$ cat config.mk
export PLATFORM = sky130hd
export DESIGN_NAME = handshake_sync_rx_flat
export DESIGN_NICKNAME = d
export VERILOG_FILES = /design/src/rtl/handshake_pkg.sv /design/src/rtl/handshake_sync_rx_if.sv /design/src/rtl/hs_rx_fifo.sv /design/src/rtl/handshake_sync_rx.sv /design/src/flat_wrapper.sv
export SDC_FILE = /design/constraint.sdc
export NUM_CORES = 1
export LEC_CHECK = 0
export ABC_AREA = 1
export CORE_MARGIN = 4
export CORE_UTILIZATION = 51
export DETAILED_ROUTE_END_ITERATION = 10
export GPL_TIMING_DRIVEN = 0
export PLACE_DENSITY = 0.76
export SLEW_MARGIN = 25
export SYNTH_ARGS = -nofsm -noshare
export SYNTH_HDL_FRONTEND = slang
export SYNTH_HIERARCHICAL = 1
export SYNTH_SLANG_ARGS = --single-unit
$ cat constraint.sdc
create_clock -name clk_i -period 4.4 [get_ports clk_i]
set_input_delay 1.32 -clock clk_i [delete_from_list [all_inputs] [get_ports clk_i]]
set_output_delay 1.32 -clock clk_i [all_outputs]
set_load 0.01 [all_outputs]
$ cat src/rtl/handshake_pkg.sv
// Shared types and defaults for the 4-phase bundled-data receiver.
package handshake_pkg;

    typedef enum logic {IDLE = 1'b0, ACK_HI = 1'b1} hs_state_t;

    localparam int DEF_DATA_W      = 32;
    localparam int DEF_SYNC_STAGES = 2;
    localparam int DEF_DEPTH       = 4;

    // Occupancy counter must hold the value DEPTH itself, hence the extra bit.
    function automatic int cnt_w(input int depth);
        return $clog2(depth) + 1;
    endfunction

endpackage

$ cat src/rtl/handshake_sync_rx_if.sv
// Upstream req/ack + bundled data and downstream valid/ready stream of the receiver.
interface handshake_sync_rx_if
    import handshake_pkg::*;
#(
    parameter int DATA_W = DEF_DATA_W,
    parameter int DEPTH  = DEF_DEPTH
);
    localparam int CW = cnt_w(DEPTH);

    logic              req_i;
    logic [DATA_W-1:0] data_i;
    logic              ack_o;
    logic              valid_o;
    logic [DATA_W-1:0] data_o;
    logic              ready_i;
    logic [CW-1:0]     count_o;

    // master: async producer plus clocked consumer; slave: the receiver itself
    modport master (
        output req_i, data_i, ready_i,
        input  ack_o, valid_o, data_o, count_o
    );

    modport slave (
        input  req_i, data_i, ready_i,
        output ack_o, valid_o, data_o, count_o
    );

endinterface

$ cat src/rtl/hs_rx_fifo.sv
// Small synchronous FIFO with registered occupancy; head word read straight from storage.
module hs_rx_fifo
    import handshake_pkg::*;
#(
    parameter int DATA_W = DEF_DATA_W,
    parameter int DEPTH  = DEF_DEPTH,
    localparam int AW    = $clog2(DEPTH),
    localparam int CW    = cnt_w(DEPTH)
) (
    input  logic              clk_i,
    input  logic              rst_i,
    input  logic              push,
    input  logic [DATA_W-1:0] wdata,
    input  logic              pop,
    output logic [DATA_W-1:0] rdata,
    output logic              full,
    output logic              empty,
    output logic [CW-1:0]     count
);

    logic [DATA_W-1:0] mem [DEPTH];
    logic [AW-1:0]     wr_ptr;
    logic [AW-1:0]     rd_ptr;
    logic [CW-1:0]     cnt_q;
    logic [CW-1:0]     cnt_d;
    logic              vld_q;
    logic              do_push;
    logic              do_pop;

    // Full is judged on the registered count, so a same-cycle pop never frees a slot early.
    assign full    = (cnt_q == CW'(DEPTH));
    assign empty   = ~vld_q;
    assign do_push = push & ~full;
    assign do_pop  = pop & vld_q;
    assign rdata   = mem[rd_ptr];
    assign count   = cnt_q;

    always_comb begin
        cnt_d = cnt_q;
        unique case ({do_push, do_pop})
            2'b10:   cnt_d = cnt_q + 1'b1;
            2'b01:   cnt_d = cnt_q - 1'b1;
            default: cnt_d = cnt_q;
        endcase
    end

    always_ff @(posedge clk_i) begin
        if (rst_i) begin
            wr_ptr <= '0;
            rd_ptr <= '0;
            cnt_q  <= '0;
            vld_q  <= 1'b0;
            for (int i = 0; i < DEPTH; i++) mem[i] <= '0;
        end else begin
            if (do_push) begin
                mem[wr_ptr] <= wdata;
                wr_ptr      <= wr_ptr + 1'b1;
            end
            if (do_pop) rd_ptr <= rd_ptr + 1'b1;
            cnt_q <= cnt_d;
            vld_q <= (cnt_d != '0);
        end
    end

endmodule

$ cat src/rtl/handshake_sync_rx.sv
// Clocked responder terminating a 4-phase bundled-data channel into a valid/ready FIFO stream.
module handshake_sync_rx
    import handshake_pkg::*;
#(
    parameter int DATA_W      = DEF_DATA_W,
    parameter int SYNC_STAGES = DEF_SYNC_STAGES,
    parameter int DEPTH       = DEF_DEPTH,
    localparam int CW         = cnt_w(DEPTH)
) (
    input  logic                clk_i,
    input  logic                rst_i,
    handshake_sync_rx_if.slave  hs
);

    logic [SYNC_STAGES-1:0] req_sync;
    logic                   req_s;
    hs_state_t              state_q;
    hs_state_t              state_d;
    logic                   push;
    logic                   full;
    logic                   empty;
    logic [DATA_W-1:0]      rdata;
    logic [CW-1:0]          count;

    // Only the first flop of this chain ever sees the asynchronous req_i.
    always_ff @(posedge clk_i) begin
        if (rst_i) req_sync <= '0;
        else       req_sync <= {req_sync[SYNC_STAGES-2:0], hs.req_i};
    end

    assign req_s = req_sync[SYNC_STAGES-1];

    always_ff @(posedge clk_i) begin
        if (rst_i) state_q <= IDLE;
        else       state_q <= state_d;
    end

    // A full FIFO parks us in IDLE with ack low, which stalls the async chain upstream.
    always_comb begin
        state_d = state_q;
        push    = 1'b0;
        unique case (state_q)
            IDLE: begin
                if (req_s && !full) begin
                    push    = 1'b1;
                    state_d = ACK_HI;
                end
            end
            ACK_HI: begin
                if (!req_s) state_d = IDLE;
            end
        endcase
    end

    hs_rx_fifo #(
        .DATA_W (DATA_W),
        .DEPTH  (DEPTH)
    ) u_fifo (
        .clk_i  (clk_i),
        .rst_i  (rst_i),
        .push   (push),
        .wdata  (hs.data_i),
        .pop    (hs.ready_i & ~empty),
        .rdata  (rdata),
        .full   (full),
        .empty  (empty),
        .count  (count)
    );

    assign hs.ack_o   = (state_q == ACK_HI);
    assign hs.valid_o = ~empty;
    assign hs.data_o  = rdata;
    assign hs.count_o = count;

endmodule

$ cat src/flat_wrapper.sv
// flat-port wrapper written by rule: the top's interface ports become plain ports
module handshake_sync_rx_flat import handshake_pkg::*;
#(
    parameter int DATA_W      = DEF_DATA_W,
    parameter int SYNC_STAGES = DEF_SYNC_STAGES,
    parameter int DEPTH       = DEF_DEPTH,
    localparam int CW         = cnt_w(DEPTH)
)
  (clk_i, rst_i, hs_req_i, hs_data_i, hs_ready_i, hs_ack_o, hs_valid_o, hs_data_o, hs_count_o);
  handshake_sync_rx_if #(.DATA_W(DATA_W), .DEPTH(DEPTH)) hs_i ();
  input  logic clk_i;
  input  logic rst_i;
  input wire logic [$bits(hs_i.req_i)-1:0] hs_req_i;
  input wire logic [$bits(hs_i.data_i)-1:0] hs_data_i;
  input wire logic [$bits(hs_i.ready_i)-1:0] hs_ready_i;
  output wire logic [$bits(hs_i.ack_o)-1:0] hs_ack_o;
  output wire logic [$bits(hs_i.valid_o)-1:0] hs_valid_o;
  output wire logic [$bits(hs_i.data_o)-1:0] hs_data_o;
  output wire logic [$bits(hs_i.count_o)-1:0] hs_count_o;
  assign hs_i.req_i = hs_req_i;
  assign hs_i.data_i = hs_data_i;
  assign hs_i.ready_i = hs_ready_i;
  assign hs_ack_o = hs_i.ack_o;
  assign hs_valid_o = hs_i.valid_o;
  assign hs_data_o = hs_i.data_o;
  assign hs_count_o = hs_i.count_o;
  handshake_sync_rx #(.DATA_W(DATA_W), .SYNC_STAGES(SYNC_STAGES), .DEPTH(DEPTH)) u_core (.clk_i(clk_i), .rst_i(rst_i), .hs(hs_i));
endmodule
==> impl_metrics.env, run 1 <==
export IMPL_combinationalPowerShare_pct=8.7
export IMPL_overflow=0
export IMPL_min_period_over_period_pct=87.43
export IMPL_endpoint_kind="primary output"
export IMPL_syn_to_final_growth_pct=27.03
export IMPL_die_area_sq_um=14420
export IMPL_synth_largest_area_cell="edfxtp_1"
export IMPL_critPathArrivalTime_ns=2.53
export IMPL_cp_start_kind="flip-flop"
export IMPL_clock_latency_ns=0.42
export IMPL_required_ns=3.08
export IMPL_ys_ff_latch=141
export IMPL_tns_ns=0
export IMPL_total_power_mw=3.394
export IMPL_die_height_um=120.1
export IMPL_mostFrequentLayoutCell="nor2_1"
export IMPL_nets=734
export IMPL_post_cts_resized=0
export IMPL_p_sw_share_pct=21.86
export IMPL_whs_path_depth=2
export IMPL_skew_ns=0.006744
export IMPL_port_buffers=72
export IMPL_intPower_mw=2.652
export IMPL_grt_start_max_net_pins=20
export IMPL_status="completed"
export IMPL_first_global_vias=4933
export IMPL_r2r_cells=14
export IMPL_pwr_share_seq_pct=45.5
export IMPL_cts_setup_buffers=0
export IMPL_clk_pin_slew_ns=0.06
export IMPL_synthesis_area_sq_um=6406
export IMPL_ys_top_cells_by_area="edfxtp_1 (60%), nor2_1 (8.6%), o21ai_0 (5.5%)"
export IMPL_ys_seq_area_share_pct=64.06
export IMPL_cts_tree="built"
export IMPL_p_leak_nw=2.993
export IMPL_vdd_drop_max_mv=0.2398
export IMPL_synth_net_count=638
export IMPL_worstHoldPathType="flip-flop to flip-flop"
export IMPL_switchingPower_uw=741.9
export IMPL_grt_pass1_wl_um=24750
export IMPL_antenna_cells=0
export IMPL_max_slew_margin_pct=54.34
export IMPL_cp_max_fo=10
export IMPL_globalRouteTotalUtil_pct=22.46
export IMPL_layout_drive_gt1_share_pct=14.53
export IMPL_rsz0062_at_grt="false"
export IMPL_numClockSinks=141
export IMPL_antenna_left=0
export IMPL_row_count=40
export IMPL_final_cell_mix="nor2_1 (146), edfxtp_1 (128), inv_1 (73)"
export IMPL_synth_top_area_share_pct=60.00
export IMPL_root_buffer="clkbuf_16"
export IMPL_grt_antenna_before_repair=0
export IMPL_setup_viol=0
export IMPL_fin_crit_ns=3.847
export IMPL_tightest_slew_ns=0.6832
export IMPL_numCtsBuffers=17
export IMPL_dp_final_hpwl_um=10090
export IMPL_cellPowerDensity_nw_per_um2=417.1
export IMPL_postSynthAreaPerCell_sq_um=10.68
export IMPL_max_freq_ghz=0.2599
export IMPL_syn_inst=600
export IMPL_gp_congestion=0.7584
export IMPL_drt_pass1_iterations=6
export IMPL_cts_hold_fix_buffers=0
export IMPL_yosysUniqueCellTypes=27
export IMPL_die_width_um=120.1
export IMPL_drv_cap=0
export IMPL_final_util_pct=66.91
export IMPL_critPathKind="flip-flop to primary output"
export IMPL_drtIter0Drc=496
export IMPL_slew_viol_final=0
export IMPL_vias=4702
export IMPL_coreArea_sq_um=12160
export IMPL_clockBufferDepth=2
export IMPL_pin_count=73
export IMPL_routed_wirelength_um=15580
export IMPL_clkPwrFrac_pct=45.8
export IMPL_via_per_inst=5.361
export IMPL_htreeDepth=4
export IMPL_wire_per_inst_um=17.77
export IMPL_drc=0
export IMPL_hold_violations=0
export IMPL_hold_ws_ns=0.4045
export IMPL_start_util_pct=52.67
export IMPL_yosysWarnings=6
[layout make-up]
class / count / area [sq um]
flip-flops and latches: 141 / 4104
fillers: 895 / 4024
multi-input cells: 338 / 1836
repair buffers: 77 / 833.3
clock buffers: 17 / 425.4
inverters: 85 / 319.1
clock inverters: 15 / 221.5
well taps: 168 / 210.2
plain buffers: 36 / 188.9
[sequential cells by signal (all words and copies together) (netlist names), named ones only]
name                  flops
u_core/u_fifo/mem       128
u_core/u_fifo/count       3
u_core/req_sync           2
u_core/u_fifo/rd_ptr      2
u_core/u_fifo/wr_ptr      2
u_core/hs.ack_o           1
u_core/u_fifo/vld_q       1
[cells by family after synthesis]
| group | after synthesis | share of synthesized area [%] |
|---|---|---|
| AO/OA/AOI/OAI | 105 | 8.828 |
| XOR/XNOR | 2 | 0.2735 |
| adder cells (fa/ha/maj) | 2 | 0.5078 |
| buffers and inverters | 121 | 7.929 |
| flip-flops | 141 | 64.06 |
| AND/OR/NAND/NOR | 229 | 18.40 |
[synthesized netlist by cell type, drive strengths merged]
master  instances
or2             1
nor3           32
fa              1
o22ai          32
buf            17
nor2          175
a21oi           2
inv            85
ha              1
xor2            2
o21ai          71
clkbuf         19
edfxtp        128
nand4           2
nand2          14
dfxtp          13
nand3           5
[routing by layer]
metal	vias to the layer above	part of all wire [%]	wire, um	global-route usage (%)
met1	2235	40	6162	27.54
met4	0	1.6	252	8.017
met3	29	7.9	1238	5.796
li1	2215	-	-	-
met5	-	0	0	0
met2	223	51	7928	38.43
[per-stage QoR]
stage                     instances  setup WS, ns  area (sq um)
after floorplan                 600        0.3808          6406
after global placement          840        -1.220          7337
after detailed placement        845        0.7134          7491
after CTS                       877        0.5880          8138
after global routing            877        0.4608          8138
final                           877        0.5530          8138
[worst max-delay path, cell delays in order (launching register included)]
cell and delay, ns:
dfxtp_1 0.30, buf_2 0.18, inv_2 0.16, clkbuf_1 0.44, o21ai_0 0.21, o22ai_1 0.22
clkdlybuf4s50_1 0.58
[path summary, 6_finish.rpt]
check	end	startpoint	slack (ns)
worst max-delay path	hs_data_o[0]	flip-flop	0.55
worst min-delay path	u_core/req_sync[1]	u_core/req_sync[0]	0.40
worst max register to register	u_core/u_fifo/vld_q	u_core/u_fifo/count[0]	1.50
worst min register to register	u_core/req_sync[1]	u_core/req_sync[0]	0.40
[power groups by stage]
stage	clock network, mW	registers [mW]	logic, mW
floorplan	0	1.57	0.138
global placement	0	1.58	0.267
detailed placement	0	1.57	0.294
CTS	1.56	1.55	0.296
global route	1.63	1.55	0.317
finish	1.55	1.55	0.294
(Power assumes the default switching activity.)
==> run 2, diff against run 1 <==
Settings changed: CTS_CLUSTER_SIZE from default to 16, REMOVE_ABC_BUFFERS from default to 1.
==> impl_metrics.env, run 2 (synthesized netlist as in run 1, its figures left out) <==
export IMPL_mostFrequentLayoutCell="nor2_1"
export IMPL_routed_wirelength_um=14720
export IMPL_rsz0062_at_grt="true"
export IMPL_crit_family="buffers and inverters"
export IMPL_pin_count=73
export IMPL_critPathKind="flip-flop to primary output"
export IMPL_clock_latency_ns=0.42
export IMPL_port_buffers=72
export IMPL_min_delay_start="u_core/req_sync[0]"
export IMPL_drtIter0Drc=447
export IMPL_nets=701
export IMPL_largest_reg_flops=128
export IMPL_die_height_um=120.1
export IMPL_first_global_vias=4651
export IMPL_clk_pin_slew_ns=0.06
export IMPL_slowest_stage="inv_1"
export IMPL_rr_endpoint="u_core/u_fifo/mem[3][29]"
export IMPL_die_area_sq_um=14420
export IMPL_required_ns=3.08
export IMPL_worstHoldPathType="flip-flop to flip-flop"
export IMPL_cp_num_buf_inv=2
export IMPL_drt_pass1_iterations=5
export IMPL_skew_ns=0.004393
export IMPL_clockBufferDepth=2
export IMPL_antenna_left=0
export IMPL_dp_final_hpwl_um=8358
export IMPL_regToRegSetupSlack_ns=1.23
export IMPL_vdd_drop_max_mv=0.2440
export IMPL_whs_path_depth=2
export IMPL_die_width_um=120.1
export IMPL_root_buffer="clkbuf_16"
export IMPL_critPathArrivalTime_ns=2.92
export IMPL_cts_setup_buffers=0
export IMPL_status="completed"
export IMPL_drv_cap=0
export IMPL_via_per_inst=5.383
export IMPL_min_period_over_period_pct=96.26
export IMPL_numClockSinks=141
export IMPL_total_power_mw=3.470
export IMPL_overflow=0
export IMPL_layout_drive_gt1_share_pct=14.05
export IMPL_fin_crit_ns=4.236
export IMPL_grt_pass1_wl_um=23780
export IMPL_globalRouteTotalUtil_pct=21.66
export IMPL_max_slew_margin_pct=28.28
export IMPL_r2r_cells=11
export IMPL_slew_viol_final=0
export IMPL_grt_start_max_net_pins=66
export IMPL_vias=4543
export IMPL_setup_viol=0
export IMPL_syn_to_final_growth_pct=25.55
export IMPL_max_freq_ghz=0.2361
export IMPL_largest_register="u_core/u_fifo/mem"
export IMPL_gp_congestion=0.7235
export IMPL_cpPeakStageDelay_ns=0.85
export IMPL_endpoint_kind="primary output"
export IMPL_antenna_cells=0
export IMPL_cts_tree="built"
export IMPL_coreArea_sq_um=12160
export IMPL_htreeDepth=4
export IMPL_p_leak_nw=2.969
export IMPL_path_cells="inv_1 -> o21ai_0 -> o22ai_1 -> clkdlybuf4s50_1"
export IMPL_start_util_pct=52.67
export IMPL_grt_antenna_before_repair=0
export IMPL_hold_path_end="u_core/req_sync[1]"
export IMPL_tightest_slew_ns=1.076
export IMPL_cp_max_fo=33
export IMPL_row_count=40
export IMPL_crit_reg2reg_launch="u_core/u_fifo/count[0]"
export IMPL_drc=0
export IMPL_cp_start_kind="flip-flop"
export IMPL_cellPowerDensity_nw_per_um2=431.4
export IMPL_final_cell_mix="nor2_1 (146), edfxtp_1 (128), clkdlybuf4s50_1 (72)"
export IMPL_numCtsBuffers=17
export IMPL_hold_violations=0
export IMPL_wire_per_inst_um=17.44
export IMPL_final_util_pct=66.13
[run 2: changes by cell type in the layout (fill, tap and decap cells not counted), moves of 3 or more]
| cell | delta |
|---|---|
| clkbuf_1 | -19 |
| buf_2 | -7 |
| buf_6 | -5 |
| clkinvlp_4 | -5 |
| buf_1 | -3 |
| clkinv_2 | +3 |
| dfxtp_1 | -3 |
[run 2: report_power, final]
part / internal (mW) / switching, mW / leakage [nW]
Sequential: 1.53 / 0.0292 / 1.43
Clock: 1.11 / 0.522 / 0.329
Combinational: 0.126 / 0.159 / 1.21
Total: 2.76 / 0.710 / 2.97
[run 2: how the worst max path moves through the flow]
stage          startpoint                       end  cells past startpoint  slack (ns)
3_3_place_gp        rst_i   u_core/u_fifo/mem[0][4]                      4       -3.24
6_report        flip-flop             hs_data_o[20]                      4        0.16
2_1_floorplan       rst_i   u_core/u_fifo/mem[0][0]                      3       -0.30
3_5_place_dp        rst_i  u_core/u_fifo/mem[3][29]                      7        0.13
4_1_cts         flip-flop             hs_data_o[20]                      4        0.11
5_1_grt         flip-flop              hs_data_o[6]                      4       -0.02
[run 2: worst min-delay path: stages, from the launching register on]
cell and delay, ns:
dfxtp_1 0.29, inv_1 0.04, nor2_1 0.03
[run 2: metal layers]
layer | global-route usage [%] | wire length (um) | up-vias | part of all wire, %
li1 | - | - | 2145 | -
met1 | 26.36 | 5903 | 2190 | 40
met2 | 37.37 | 7538 | 184 | 51
met3 | 5.561 | 1011 | 24 | 6.9
met4 | 7.588 | 268 | 0 | 1.8
met5 | 0 | 0 | - | 0
[run 2: repair_timing]
item / CTS / global route
hold buffers: 0 / 0
setup endpoints to repair: 0 / 32
gates resized for setup: 0 / 1
endpoints found under the hold margin: 0 / 0
[run 2: final cells by class]
cell class,count,area (sq um)
Clock inverter,15,249.0
Inverter,85,321.6
Sequential cell,141,4110
Clock buffer,17,425.4
Multi-Input combinational cell,338,1836
Fill cell,905,4119
Tap cell,168,210.2
Timing Repair Buffer,80,890.9
[run 2: metrics by stage]
| stage | setup slack [ns] | cells | hold WS, ns | instance area (sq um) | setup TNS [ns] |
|---|---|---|---|---|---|
| after detailed placement | 0.1308 | 812 | 0.4028 | 7366 | 0 |
| after floorplan | -0.2969 | 564 | 0.3883 | 6217 | -9.500 |
| after global placement | -3.236 | 804 | 0.3925 | 7148 | -329.14 |
| after global routing | -0.02062 | 844 | 0.4350 | 8043 | -0.03447 |
| after CTS | 0.1058 | 844 | 0.4106 | 8040 | 0 |
| final | 0.1644 | 844 | 0.4063 | 8043 | 0 |
